==> src/rtl/axi4_lite_cmd_mst_pkg.sv <==
// Shared types and constants for the single-outstanding AXI4-Lite command master.
package axi4_lite_cmd_mst_pkg;

   typedef enum logic [2:0] {
      IDLE,
      WR_AW_W,
      WR_B,
      RD_AR,
      RD_R,
      RSP
   } state_e;

   localparam logic [1:0] RESP_OKAY   = 2'b00;
   localparam logic [1:0] RESP_EXOKAY = 2'b01;
   localparam logic [1:0] RESP_SLVERR = 2'b10;
   localparam logic [1:0] RESP_DECERR = 2'b11;

endpackage

==> src/rtl/axi4_lite_if.sv <==
// AXI4-Lite channel bundle with master and slave views.
interface axi4_lite_if #(
   parameter int ADDR_BIT_WIDTH = 32,
   parameter int DATA_BIT_WIDTH = 32
);
   logic [ADDR_BIT_WIDTH-1:0]   awaddr;
   logic [2:0]                  awprot;
   logic                        awvalid;
   logic                        awready;
   logic [DATA_BIT_WIDTH-1:0]   wdata;
   logic [DATA_BIT_WIDTH/8-1:0] wstrb;
   logic                        wvalid;
   logic                        wready;
   logic [1:0]                  bresp;
   logic                        bvalid;
   logic                        bready;
   logic [ADDR_BIT_WIDTH-1:0]   araddr;
   logic [2:0]                  arprot;
   logic                        arvalid;
   logic                        arready;
   logic [DATA_BIT_WIDTH-1:0]   rdata;
   logic [1:0]                  rresp;
   logic                        rvalid;
   logic                        rready;

   modport mst_port (
      output awaddr, awprot, awvalid, input awready,
      output wdata, wstrb, wvalid, input wready,
      input bresp, bvalid, output bready,
      output araddr, arprot, arvalid, input arready,
      input rdata, rresp, rvalid, output rready
   );

   modport slv_port (
      input awaddr, awprot, awvalid, output awready,
      input wdata, wstrb, wvalid, output wready,
      output bresp, bvalid, input bready,
      input araddr, arprot, arvalid, output arready,
      output rdata, rresp, rvalid, input rready
   );
endinterface

==> src/rtl/axi4_lite_cmd_mst.sv <==
// Single-outstanding AXI4-Lite master: one command becomes one AW+W/B or AR/R
// exchange, and the slave's answer is returned on a valid/ready response port.
module axi4_lite_cmd_mst
   import axi4_lite_cmd_mst_pkg::*;
#(
   parameter int ADDR_BIT_WIDTH = 32,
   parameter int DATA_BIT_WIDTH = 32
) (
   input  logic                        i_clk,
   input  logic                        i_sync_rst_n,
   input  logic                        i_cmd_valid,
   output logic                        o_cmd_ready,
   input  logic                        i_cmd_is_wr,
   input  logic [ADDR_BIT_WIDTH-1:0]   i_cmd_addr,
   input  logic [DATA_BIT_WIDTH-1:0]   i_cmd_wr_data,
   input  logic [DATA_BIT_WIDTH/8-1:0] i_cmd_wr_strb,
   output logic                        o_rsp_valid,
   input  logic                        i_rsp_ready,
   output logic                        o_rsp_is_wr,
   output logic [DATA_BIT_WIDTH-1:0]   o_rsp_rd_data,
   output logic [1:0]                  o_rsp_resp,
   output logic                        o_busy,
   axi4_lite_if.mst_port               if_m_axi4_lite
);

   localparam int STRB_W = DATA_BIT_WIDTH / 8;

   state_e                    state_q,     state_d;
   logic                      awvalid_q,   awvalid_d;
   logic                      wvalid_q,    wvalid_d;
   logic                      arvalid_q,   arvalid_d;
   logic                      bready_q,    bready_d;
   logic                      rready_q,    rready_d;
   logic                      is_wr_q,     is_wr_d;
   logic [ADDR_BIT_WIDTH-1:0] addr_q,      addr_d;
   logic [DATA_BIT_WIDTH-1:0] wdata_q,     wdata_d;
   logic [STRB_W-1:0]         wstrb_q,     wstrb_d;
   logic                      rsp_valid_q, rsp_valid_d;
   logic [DATA_BIT_WIDTH-1:0] rd_data_q,   rd_data_d;
   logic [1:0]                resp_q,      resp_d;
   logic                      aw_done,     w_done;

   // NOTE: every signal driven here gets its default first, so no path leaves one unassigned (no latch).
   always_comb begin
      state_d     = state_q;
      awvalid_d   = awvalid_q;
      wvalid_d    = wvalid_q;
      arvalid_d   = arvalid_q;
      bready_d    = bready_q;
      rready_d    = rready_q;
      is_wr_d     = is_wr_q;
      addr_d      = addr_q;
      wdata_d     = wdata_q;
      wstrb_d     = wstrb_q;
      rsp_valid_d = rsp_valid_q;
      rd_data_d   = rd_data_q;
      resp_d      = resp_q;
      // A channel counts as done once its valid has dropped or it handshakes this cycle.
      aw_done     = !awvalid_q || if_m_axi4_lite.awready;
      w_done      = !wvalid_q  || if_m_axi4_lite.wready;

      case (state_q)
         IDLE: begin
            if (i_cmd_valid) begin
               is_wr_d = i_cmd_is_wr;
               addr_d  = i_cmd_addr;
               wdata_d = i_cmd_wr_data;
               wstrb_d = i_cmd_wr_strb;
               if (i_cmd_is_wr) begin
                  state_d   = WR_AW_W;
                  awvalid_d = 1'b1;
                  wvalid_d  = 1'b1;
               end else begin
                  state_d   = RD_AR;
                  arvalid_d = 1'b1;
               end
            end
         end
         WR_AW_W: begin
            awvalid_d = awvalid_q && !if_m_axi4_lite.awready;
            wvalid_d  = wvalid_q  && !if_m_axi4_lite.wready;
            if (aw_done && w_done) begin
               state_d  = WR_B;
               bready_d = 1'b1;
            end
         end
         WR_B: begin
            if (if_m_axi4_lite.bvalid && bready_q) begin
               bready_d    = 1'b0;
               rd_data_d   = '0;
               resp_d      = if_m_axi4_lite.bresp;
               rsp_valid_d = 1'b1;
               state_d     = RSP;
            end
         end
         RD_AR: begin
            if (if_m_axi4_lite.arready) begin
               arvalid_d = 1'b0;
               rready_d  = 1'b1;
               state_d   = RD_R;
            end
         end
         RD_R: begin
            if (if_m_axi4_lite.rvalid && rready_q) begin
               rready_d    = 1'b0;
               rd_data_d   = if_m_axi4_lite.rdata;
               resp_d      = if_m_axi4_lite.rresp;
               rsp_valid_d = 1'b1;
               state_d     = RSP;
            end
         end
         RSP: begin
            if (i_rsp_ready) begin
               rsp_valid_d = 1'b0;
               state_d     = IDLE;
            end
         end
         default: state_d = IDLE;
      endcase
   end

   // NOTE: sequential state uses non-blocking assignments so every flop samples pre-edge values.
   always_ff @(posedge i_clk) begin
      if (!i_sync_rst_n) begin
         state_q     <= IDLE;
         awvalid_q   <= 1'b0;
         wvalid_q    <= 1'b0;
         arvalid_q   <= 1'b0;
         bready_q    <= 1'b0;
         rready_q    <= 1'b0;
         is_wr_q     <= 1'b0;
         addr_q      <= '0;
         wdata_q     <= '0;
         wstrb_q     <= '0;
         rsp_valid_q <= 1'b0;
         rd_data_q   <= '0;
         resp_q      <= RESP_OKAY;
      end else begin
         state_q     <= state_d;
         awvalid_q   <= awvalid_d;
         wvalid_q    <= wvalid_d;
         arvalid_q   <= arvalid_d;
         bready_q    <= bready_d;
         rready_q    <= rready_d;
         is_wr_q     <= is_wr_d;
         addr_q      <= addr_d;
         wdata_q     <= wdata_d;
         wstrb_q     <= wstrb_d;
         rsp_valid_q <= rsp_valid_d;
         rd_data_q   <= rd_data_d;
         resp_q      <= resp_d;
      end
   end

   assign o_cmd_ready   = (state_q == IDLE);
   assign o_busy        = (state_q != IDLE);
   assign o_rsp_valid   = rsp_valid_q;
   assign o_rsp_is_wr   = is_wr_q;
   assign o_rsp_rd_data = rd_data_q;
   assign o_rsp_resp    = resp_q;

   assign if_m_axi4_lite.awaddr  = addr_q;
   assign if_m_axi4_lite.awprot  = 3'b000;
   assign if_m_axi4_lite.awvalid = awvalid_q;
   assign if_m_axi4_lite.wdata   = wdata_q;
   assign if_m_axi4_lite.wstrb   = wstrb_q;
   assign if_m_axi4_lite.wvalid  = wvalid_q;
   assign if_m_axi4_lite.bready  = bready_q;
   assign if_m_axi4_lite.araddr  = addr_q;
   assign if_m_axi4_lite.arprot  = 3'b000;
   assign if_m_axi4_lite.arvalid = arvalid_q;
   assign if_m_axi4_lite.rready  = rready_q;

endmodule

==> src/flat_wrapper.sv <==
// flat-port wrapper written by rule: the top's interface ports become plain ports
module axi4_lite_cmd_mst_flat import axi4_lite_cmd_mst_pkg::*;
#(
   parameter int ADDR_BIT_WIDTH = 32,
   parameter int DATA_BIT_WIDTH = 32
)
  (i_clk, i_sync_rst_n, i_cmd_valid, o_cmd_ready, i_cmd_is_wr, i_cmd_addr, i_cmd_wr_data, i_cmd_wr_strb, o_rsp_valid, i_rsp_ready, o_rsp_is_wr, o_rsp_rd_data, o_rsp_resp, o_busy, if_m_axi4_lite_awaddr, if_m_axi4_lite_awprot, if_m_axi4_lite_awvalid, if_m_axi4_lite_awready, if_m_axi4_lite_wdata, if_m_axi4_lite_wstrb, if_m_axi4_lite_wvalid, if_m_axi4_lite_wready, if_m_axi4_lite_bresp, if_m_axi4_lite_bvalid, if_m_axi4_lite_bready, if_m_axi4_lite_araddr, if_m_axi4_lite_arprot, if_m_axi4_lite_arvalid, if_m_axi4_lite_arready, if_m_axi4_lite_rdata, if_m_axi4_lite_rresp, if_m_axi4_lite_rvalid, if_m_axi4_lite_rready);
  axi4_lite_if #(.ADDR_BIT_WIDTH(ADDR_BIT_WIDTH), .DATA_BIT_WIDTH(DATA_BIT_WIDTH)) if_m_axi4_lite_i ();
  input  logic i_clk;
  input  logic i_sync_rst_n;
  input  logic i_cmd_valid;
  output logic o_cmd_ready;
  input  logic i_cmd_is_wr;
  input  logic [ADDR_BIT_WIDTH-1:0] i_cmd_addr;
  input  logic [DATA_BIT_WIDTH-1:0] i_cmd_wr_data;
  input  logic [DATA_BIT_WIDTH/8-1:0] i_cmd_wr_strb;
  output logic o_rsp_valid;
  input  logic i_rsp_ready;
  output logic o_rsp_is_wr;
  output logic [DATA_BIT_WIDTH-1:0] o_rsp_rd_data;
  output logic [1:0] o_rsp_resp;
  output logic o_busy;
  output wire logic [$bits(if_m_axi4_lite_i.awaddr)-1:0] if_m_axi4_lite_awaddr;
  output wire logic [$bits(if_m_axi4_lite_i.awprot)-1:0] if_m_axi4_lite_awprot;
  output wire logic [$bits(if_m_axi4_lite_i.awvalid)-1:0] if_m_axi4_lite_awvalid;
  input wire logic [$bits(if_m_axi4_lite_i.awready)-1:0] if_m_axi4_lite_awready;
  output wire logic [$bits(if_m_axi4_lite_i.wdata)-1:0] if_m_axi4_lite_wdata;
  output wire logic [$bits(if_m_axi4_lite_i.wstrb)-1:0] if_m_axi4_lite_wstrb;
  output wire logic [$bits(if_m_axi4_lite_i.wvalid)-1:0] if_m_axi4_lite_wvalid;
  input wire logic [$bits(if_m_axi4_lite_i.wready)-1:0] if_m_axi4_lite_wready;
  input wire logic [$bits(if_m_axi4_lite_i.bresp)-1:0] if_m_axi4_lite_bresp;
  input wire logic [$bits(if_m_axi4_lite_i.bvalid)-1:0] if_m_axi4_lite_bvalid;
  output wire logic [$bits(if_m_axi4_lite_i.bready)-1:0] if_m_axi4_lite_bready;
  output wire logic [$bits(if_m_axi4_lite_i.araddr)-1:0] if_m_axi4_lite_araddr;
  output wire logic [$bits(if_m_axi4_lite_i.arprot)-1:0] if_m_axi4_lite_arprot;
  output wire logic [$bits(if_m_axi4_lite_i.arvalid)-1:0] if_m_axi4_lite_arvalid;
  input wire logic [$bits(if_m_axi4_lite_i.arready)-1:0] if_m_axi4_lite_arready;
  input wire logic [$bits(if_m_axi4_lite_i.rdata)-1:0] if_m_axi4_lite_rdata;
  input wire logic [$bits(if_m_axi4_lite_i.rresp)-1:0] if_m_axi4_lite_rresp;
  input wire logic [$bits(if_m_axi4_lite_i.rvalid)-1:0] if_m_axi4_lite_rvalid;
  output wire logic [$bits(if_m_axi4_lite_i.rready)-1:0] if_m_axi4_lite_rready;
  assign if_m_axi4_lite_awaddr = if_m_axi4_lite_i.awaddr;
  assign if_m_axi4_lite_awprot = if_m_axi4_lite_i.awprot;
  assign if_m_axi4_lite_awvalid = if_m_axi4_lite_i.awvalid;
  assign if_m_axi4_lite_i.awready = if_m_axi4_lite_awready;
  assign if_m_axi4_lite_wdata = if_m_axi4_lite_i.wdata;
  assign if_m_axi4_lite_wstrb = if_m_axi4_lite_i.wstrb;
  assign if_m_axi4_lite_wvalid = if_m_axi4_lite_i.wvalid;
  assign if_m_axi4_lite_i.wready = if_m_axi4_lite_wready;
  assign if_m_axi4_lite_i.bresp = if_m_axi4_lite_bresp;
  assign if_m_axi4_lite_i.bvalid = if_m_axi4_lite_bvalid;
  assign if_m_axi4_lite_bready = if_m_axi4_lite_i.bready;
  assign if_m_axi4_lite_araddr = if_m_axi4_lite_i.araddr;
  assign if_m_axi4_lite_arprot = if_m_axi4_lite_i.arprot;
  assign if_m_axi4_lite_arvalid = if_m_axi4_lite_i.arvalid;
  assign if_m_axi4_lite_i.arready = if_m_axi4_lite_arready;
  assign if_m_axi4_lite_i.rdata = if_m_axi4_lite_rdata;
  assign if_m_axi4_lite_i.rresp = if_m_axi4_lite_rresp;
  assign if_m_axi4_lite_i.rvalid = if_m_axi4_lite_rvalid;
  assign if_m_axi4_lite_rready = if_m_axi4_lite_i.rready;
  axi4_lite_cmd_mst #(.ADDR_BIT_WIDTH(ADDR_BIT_WIDTH), .DATA_BIT_WIDTH(DATA_BIT_WIDTH)) u_core (.i_clk(i_clk), .i_sync_rst_n(i_sync_rst_n), .i_cmd_valid(i_cmd_valid), .o_cmd_ready(o_cmd_ready), .i_cmd_is_wr(i_cmd_is_wr), .i_cmd_addr(i_cmd_addr), .i_cmd_wr_data(i_cmd_wr_data), .i_cmd_wr_strb(i_cmd_wr_strb), .o_rsp_valid(o_rsp_valid), .i_rsp_ready(i_rsp_ready), .o_rsp_is_wr(o_rsp_is_wr), .o_rsp_rd_data(o_rsp_rd_data), .o_rsp_resp(o_rsp_resp), .o_busy(o_busy), .if_m_axi4_lite(if_m_axi4_lite_i));
endmodule
==> config.mk <==
export PLATFORM = sky130hd
export DESIGN_NAME = axi4_lite_cmd_mst_flat
export DESIGN_NICKNAME = d
export VERILOG_FILES = /design/src/rtl/axi4_lite_cmd_mst_pkg.sv /design/src/rtl/axi4_lite_if.sv /design/src/rtl/axi4_lite_cmd_mst.sv /design/src/flat_wrapper.sv
export SDC_FILE = /design/constraint.sdc
export NUM_CORES = 1
export LEC_CHECK = 0
export CAP_MARGIN = 5
export CORE_ASPECT_RATIO = 0.6
export CORE_MARGIN = 2
export CORE_UTILIZATION = 42
export CTS_BUF_LIST = sky130_fd_sc_hd__clkbuf_4
export DETAILED_ROUTE_END_ITERATION = 6
export GPL_ROUTABILITY_DRIVEN = 0
export GPL_TIMING_DRIVEN = 0
export PLACE_DENSITY = 0.87
export SLEW_MARGIN = 5
export SYNTH_ARGS = -nofsm -noshare
export SYNTH_HDL_FRONTEND = slang
export SYNTH_SLANG_ARGS = --single-unit
==> constraint.sdc <==
create_clock -name i_clk -period 3.05 [get_ports i_clk]
set_clock_uncertainty 0.1 [all_clocks]
set_input_delay 0.4575 -clock i_clk [delete_from_list [all_inputs] [get_ports i_clk]]
set_output_delay 0.4575 -clock i_clk [all_outputs]
set_load 0.01 [all_outputs]
; Yosys cells after proc, flatten, opt, wreduce, memory -nomap -nowiden
; Cells that the tools add are included.
; W data, S select, Z words.
[classes]
muxes = 32
reduce_logical = 27
n_eq_ne = 13
[op_table]
columns = cell, count
row1 = $mux W32, 2
row2 = $pmux W32 S2, 1
row3 = $mux W3, 6
row4 = $pmux W3 S6, 1
row5 = $mux W1, 12
row6 = $reduce_and A3 Y1, 4
row7 = $pmux W1 S2, 5
row8 = $reduce_bool A2 Y1, 5
row9 = $ne A2 B1 Y1 const B, 4
row10 = $ne A2 B2 Y1 const B, 4
row11 = $reduce_and A4 Y1, 2
row12 = $eq A3 B2 Y1 const B, 2
row13 = $eq A3 B3 Y1 const B, 2
row14 = $mux W2, 3
row15 = $reduce_and A6 Y1, 1
row16 = $reduce_bool A3 Y1, 2
row17 = $logic_and A1 B1 Y1, 5
row18 = $logic_not A1 Y1, 4
row19 = $pmux W2 S2, 1
row20 = $eq A3 B1 Y1 const B, 1
row21 = $logic_not A3 Y1, 1
row22 = $pmux W1 S3, 1
row23 = $logic_or A1 B1 Y1, 2
row24 = $reduce_and A2 Y1, 1
[word_totals]
elab_cells = 85
regBits = 112
output_inout_bits = 149

; Longest topological paths before layout
[depth]
ltp_word = 5
depth_mapped = 7

; Least setup slack after synthesis
; Ideal clock, no wire load.
[synth_timing]
kind = register to register
startpoint = register u_core.state_q[0]
endpoint = register u_core.addr_q[13], in the netlist u_core.if_m_axi4_lite.araddr[13]
path_buffers = 3
t_arrival_ps = 1341
required_time_ps = 2880
path_slack_ps = 1539
setup_time_ps = 70
path_stages_with_launch = 8
path_cell_list = dfxtp_1 > nor3_2 > and2_1 > buf_2 > buf_6 > buf_6 > nand2_1 > a21boi_1
[synth_between]
elab_chain_cells = 2
[synth_lines]
columns = item, line_no
row1 = start: declaration, axi4_lite_cmd_mst.sv:28  ; state_e state_q, state_d;
row2 = start signal: assignment, axi4_lite_cmd_mst.sv:139  ; state_q <= state_d;
row3 = $logic_not A3 Y1, -
row4 = named net o_cmd_ready, flat_wrapper.sv:12  ; output logic o_cmd_ready;
row5 = $reduce_and A2 Y1 (no line), -
row6 = end signal: assignment, axi4_lite_cmd_mst.sv:146  ; addr_q <= addr_d;
row7 = end: declaration, axi4_lite_cmd_mst.sv:35  ; logic [ADDR_BIT_WIDTH-1:0] addr_q, addr_d;
; The timed path passes the listed nets, and every way through them passes these cells.
; A chain may end at the register's enable or synchronous reset.

; Worst setup path after layout
[layout_timing]
startpoint = register u_core.state_q[0]
endpoint = output port o_busy
[layout_between]
elab_chain_cells = 1
[layout_lines]
columns = item, line_no
row1 = $reduce_bool A3 Y1, axi4_lite_cmd_mst.sv:156  ; assign o_busy = (state_q != IDLE);
row2 = end: declaration, flat_wrapper.sv:22  ; output logic o_busy;
; No other way between the ends.

==> metrics.txt <==
Max-Cap Viols 0; PostCTS Resize Cnt 0; # DRC 0; Min-Delay Startpoint i_sync_rst_n; Num CTS Buffers 9; CP startpoint u_core.state_q[0]; status completed; Period Utilization, post-route 76.6%; dpl hpwl 11200 um; register clock-pin slew on the reported worst setup and hold paths 0.16 ns; syn avg cell area 8.82 um2; Final setup viols 0; worst hold slack 0.258 ns; Min-Delay Path Class input pin to flip-flop; Total Neg Setup Slack 0 ns; CP Max Fanout 7; synthesized instance count just over 500; initial antenna violation count 0; Synth top area share approximately half; most common cell after layout, fill and taps aside clkdlybuf4s50_1; final worst slack ~0.71 ns; synthesized area between 4000 and 5000 um2; Routed WL per cell 15.0 um; Largest stage delay, worst path about 0.52 ns; Comb pwr share between 30% and 40%; TritonCTS clock tree yes; Worst Hold Path EP u_core.if_m_axi4_lite.wdata[8]; family with the most delay on the worst path buffers and inverters; ANT nets after route 0; post-synthesis async set-or-reset flop share 0%; Hold Crit Depth 2; Critical Path Slowest Stage Cell clkdlybuf4s50_1; Worst R2R Start u_core.state_q[0]; Total Routed Length 14000 um; total grt overflow 0; final count of hold timing violations 0; Net Sw Frac 28.3%; DR vias around 4500; RR Endpoint u_core.if_m_axi4_lite.arvalid; yosys warns 0; WP buf/inv 2; cell taking the most area after synthesis dfxtp_1; Tot GR Track Use 23.3%; DR iter-0 viols roughly 200; first-pass GRT wire length between 20000 and 25000 um; reg2reg path depth 5; Sink Count 112; Net Sw Power approximately 1000 uW; critical path cell sequence nor3_2 -> inv_1 -> clkdlybuf4s50_1; Pint 2540 uW; antenna cells 0; Slew Limit Fails 0; area growth from synthesis to layout 63.6%; area occupied by multi-input gates approximately 1900 um2; Non-Filler Instances approximately 930; Die H roughly 85 um; crit path launch type flip-flop; Rel. slew slack between 60% and 70%; Final min period about 2.3 ns; share of cells above drive strength 1 9.46%; Flop pwr share 47.1%; vias per std cell 4.82; largest net degree at the start of global routing 17; Skew-Pair Late Insertion Delay between 0.4 and 0.5 ns; htree depth 3; CP Class flip-flop to output pin; dpl cells 917; Root Buffer clkbuf_4; Worst Path Required roughly 2.5 ns; VDD IR max 0.318 mV; Hold Buf Count CTS 0; post-CTS setup buffers 0; Clock Path Buffers 2; most frequent cells in the layout 255 x clkdlybuf4s50_1, 148 x nand2_1, 112 x dfxtp_1; die area about 12000 um2; Leak 0.00278 uW; post-synthesis register bit count 112; RSZ-0062 raised after global routing false; DR pass1 iterations 4; Synth Flop Type dfxtp_1; Core ar. 10600 um2; Worst-Margin Slew between 0.5 and 0.6 ns; FF-to-FF setup slack ~1.2 ns; initial core utilization ~43%; # fillers 830; post-synthesis sequential area ratio roughly half; critical path endpoint category output pin; DIE WIDTH approximately 140 um; Unique masters post-synth 35; Crit path arrival time 1.78 ns; vias in the first global route 4504; f_max ~430 MHz; synth top area cells dfxtp_1 49%, nand2_1 12%, a21boi_0 10%, buf_4 6.7%, a22oi_1 5.4%; DP Worst Slack between 0.8 and 0.9 ns; Layout Nets 903; register area 2240 um2; power per cell area approximately 470 nW/um2; clock share of power approximately 23%; Rows 29; number of synthesized flops with an enable pin 0; IO buf count around 260; Ports between 200 and 300
-- cells in the mapped netlist (2+ instances only) --
master	count
nand2_1	148
dfxtp_1	112
a21boi_0	62
buf_4	41
nor2b_1	36
a22oi_1	33
clkbuf_1	19
buf_2	12
a21boi_1	11
a21oi_1	4
nor2_1	4
o21ai_0	4
inv_1	3
o211a_1	3
buf_6	2
mux2i_1	2
nand2b_1	2
nand4b_1	2
nor3_2	2
-- stage by stage --
step           utilization, %  total power, uW  area, um2
2_1_floorplan               -             2170       4590
3_3_place_gp             69.0             2730       7310
3_5_place_dp             69.0             2760       7310
4_1_cts                  70.5             3560       7470
5_1_grt                  70.5             3720       7470
6_report                 70.5             3540       7470
-- power by group through the flow --
stage                     Clock (uW)  Combinational (uW)  Sequential (uW)
after global placement             0                1040             1690
final                            812                1060             1670
after global routing             890                1150             1680
after detailed placement           0                1070             1700
after CTS                        828                1070             1670
after floorplan                    0                 431             1740
-- layout make-up --
type	instances	area share [%]
Sequential cell	112	30.0
Clock buffer	12	1.21
Buffer	74	6.18
Clock inverter	3	0.905
Timing Repair Buffer	255	34.2
Inverter	3	0.151
Multi-Input combinational cell	334	25.0
Tap cell	139	2.33
-- layer usage --
layer | track usage, % | wire length [um] | up-vias | part of all wire, %
li1 | - | - | 2211 | -
met1 | 27.3 | 5840 | 2109 | 42
met2 | 42.1 | 6950 | 155 | 50
met3 | 7.07 | 984 | 18 | 7.0
met4 | 6.15 | 198 | 0 | 1.4
met5 | 0 | 0 | - | 0
-- flip-flops by register name (all words and copies together) (netlist names) --
signal,cells
u_core.if_m_axi4_lite.araddr,32
u_core.if_m_axi4_lite.arvalid,1
u_core.if_m_axi4_lite.awvalid,1
u_core.if_m_axi4_lite.bready,1
u_core.if_m_axi4_lite.rready,1
u_core.if_m_axi4_lite.wdata,32
u_core.if_m_axi4_lite.wstrb,4
u_core.if_m_axi4_lite.wvalid,1
u_core.o_rsp_is_wr,1
u_core.o_rsp_rd_data,32
u_core.o_rsp_resp,2
u_core.o_rsp_valid,1
u_core.state_q,3
-- kinds of logic after synthesis --
kind of cell    share of synthesized area [%]
compound gates                           20.4
buf+inv                                  10.4
flops                                    49.1
mux                                     0.438
other cells                            0.0821
simple gates                             19.7
-- worst max-delay path by stage --
stage | to | slack, ns | cells past startpoint
after floorplan | u_core.if_m_axi4_lite.araddr[13] | 1.54 | 7
after global placement | u_core.if_m_axi4_lite.arvalid | 0.88 | 5
after detailed placement | u_core.if_m_axi4_lite.arvalid | 0.86 | 5
after CTS | o_busy | 0.67 | 3
after global routing | o_busy | 0.56 | 3
final | o_busy | 0.71 | 3
No activity file was read; power rests on OpenSTA's default activity.
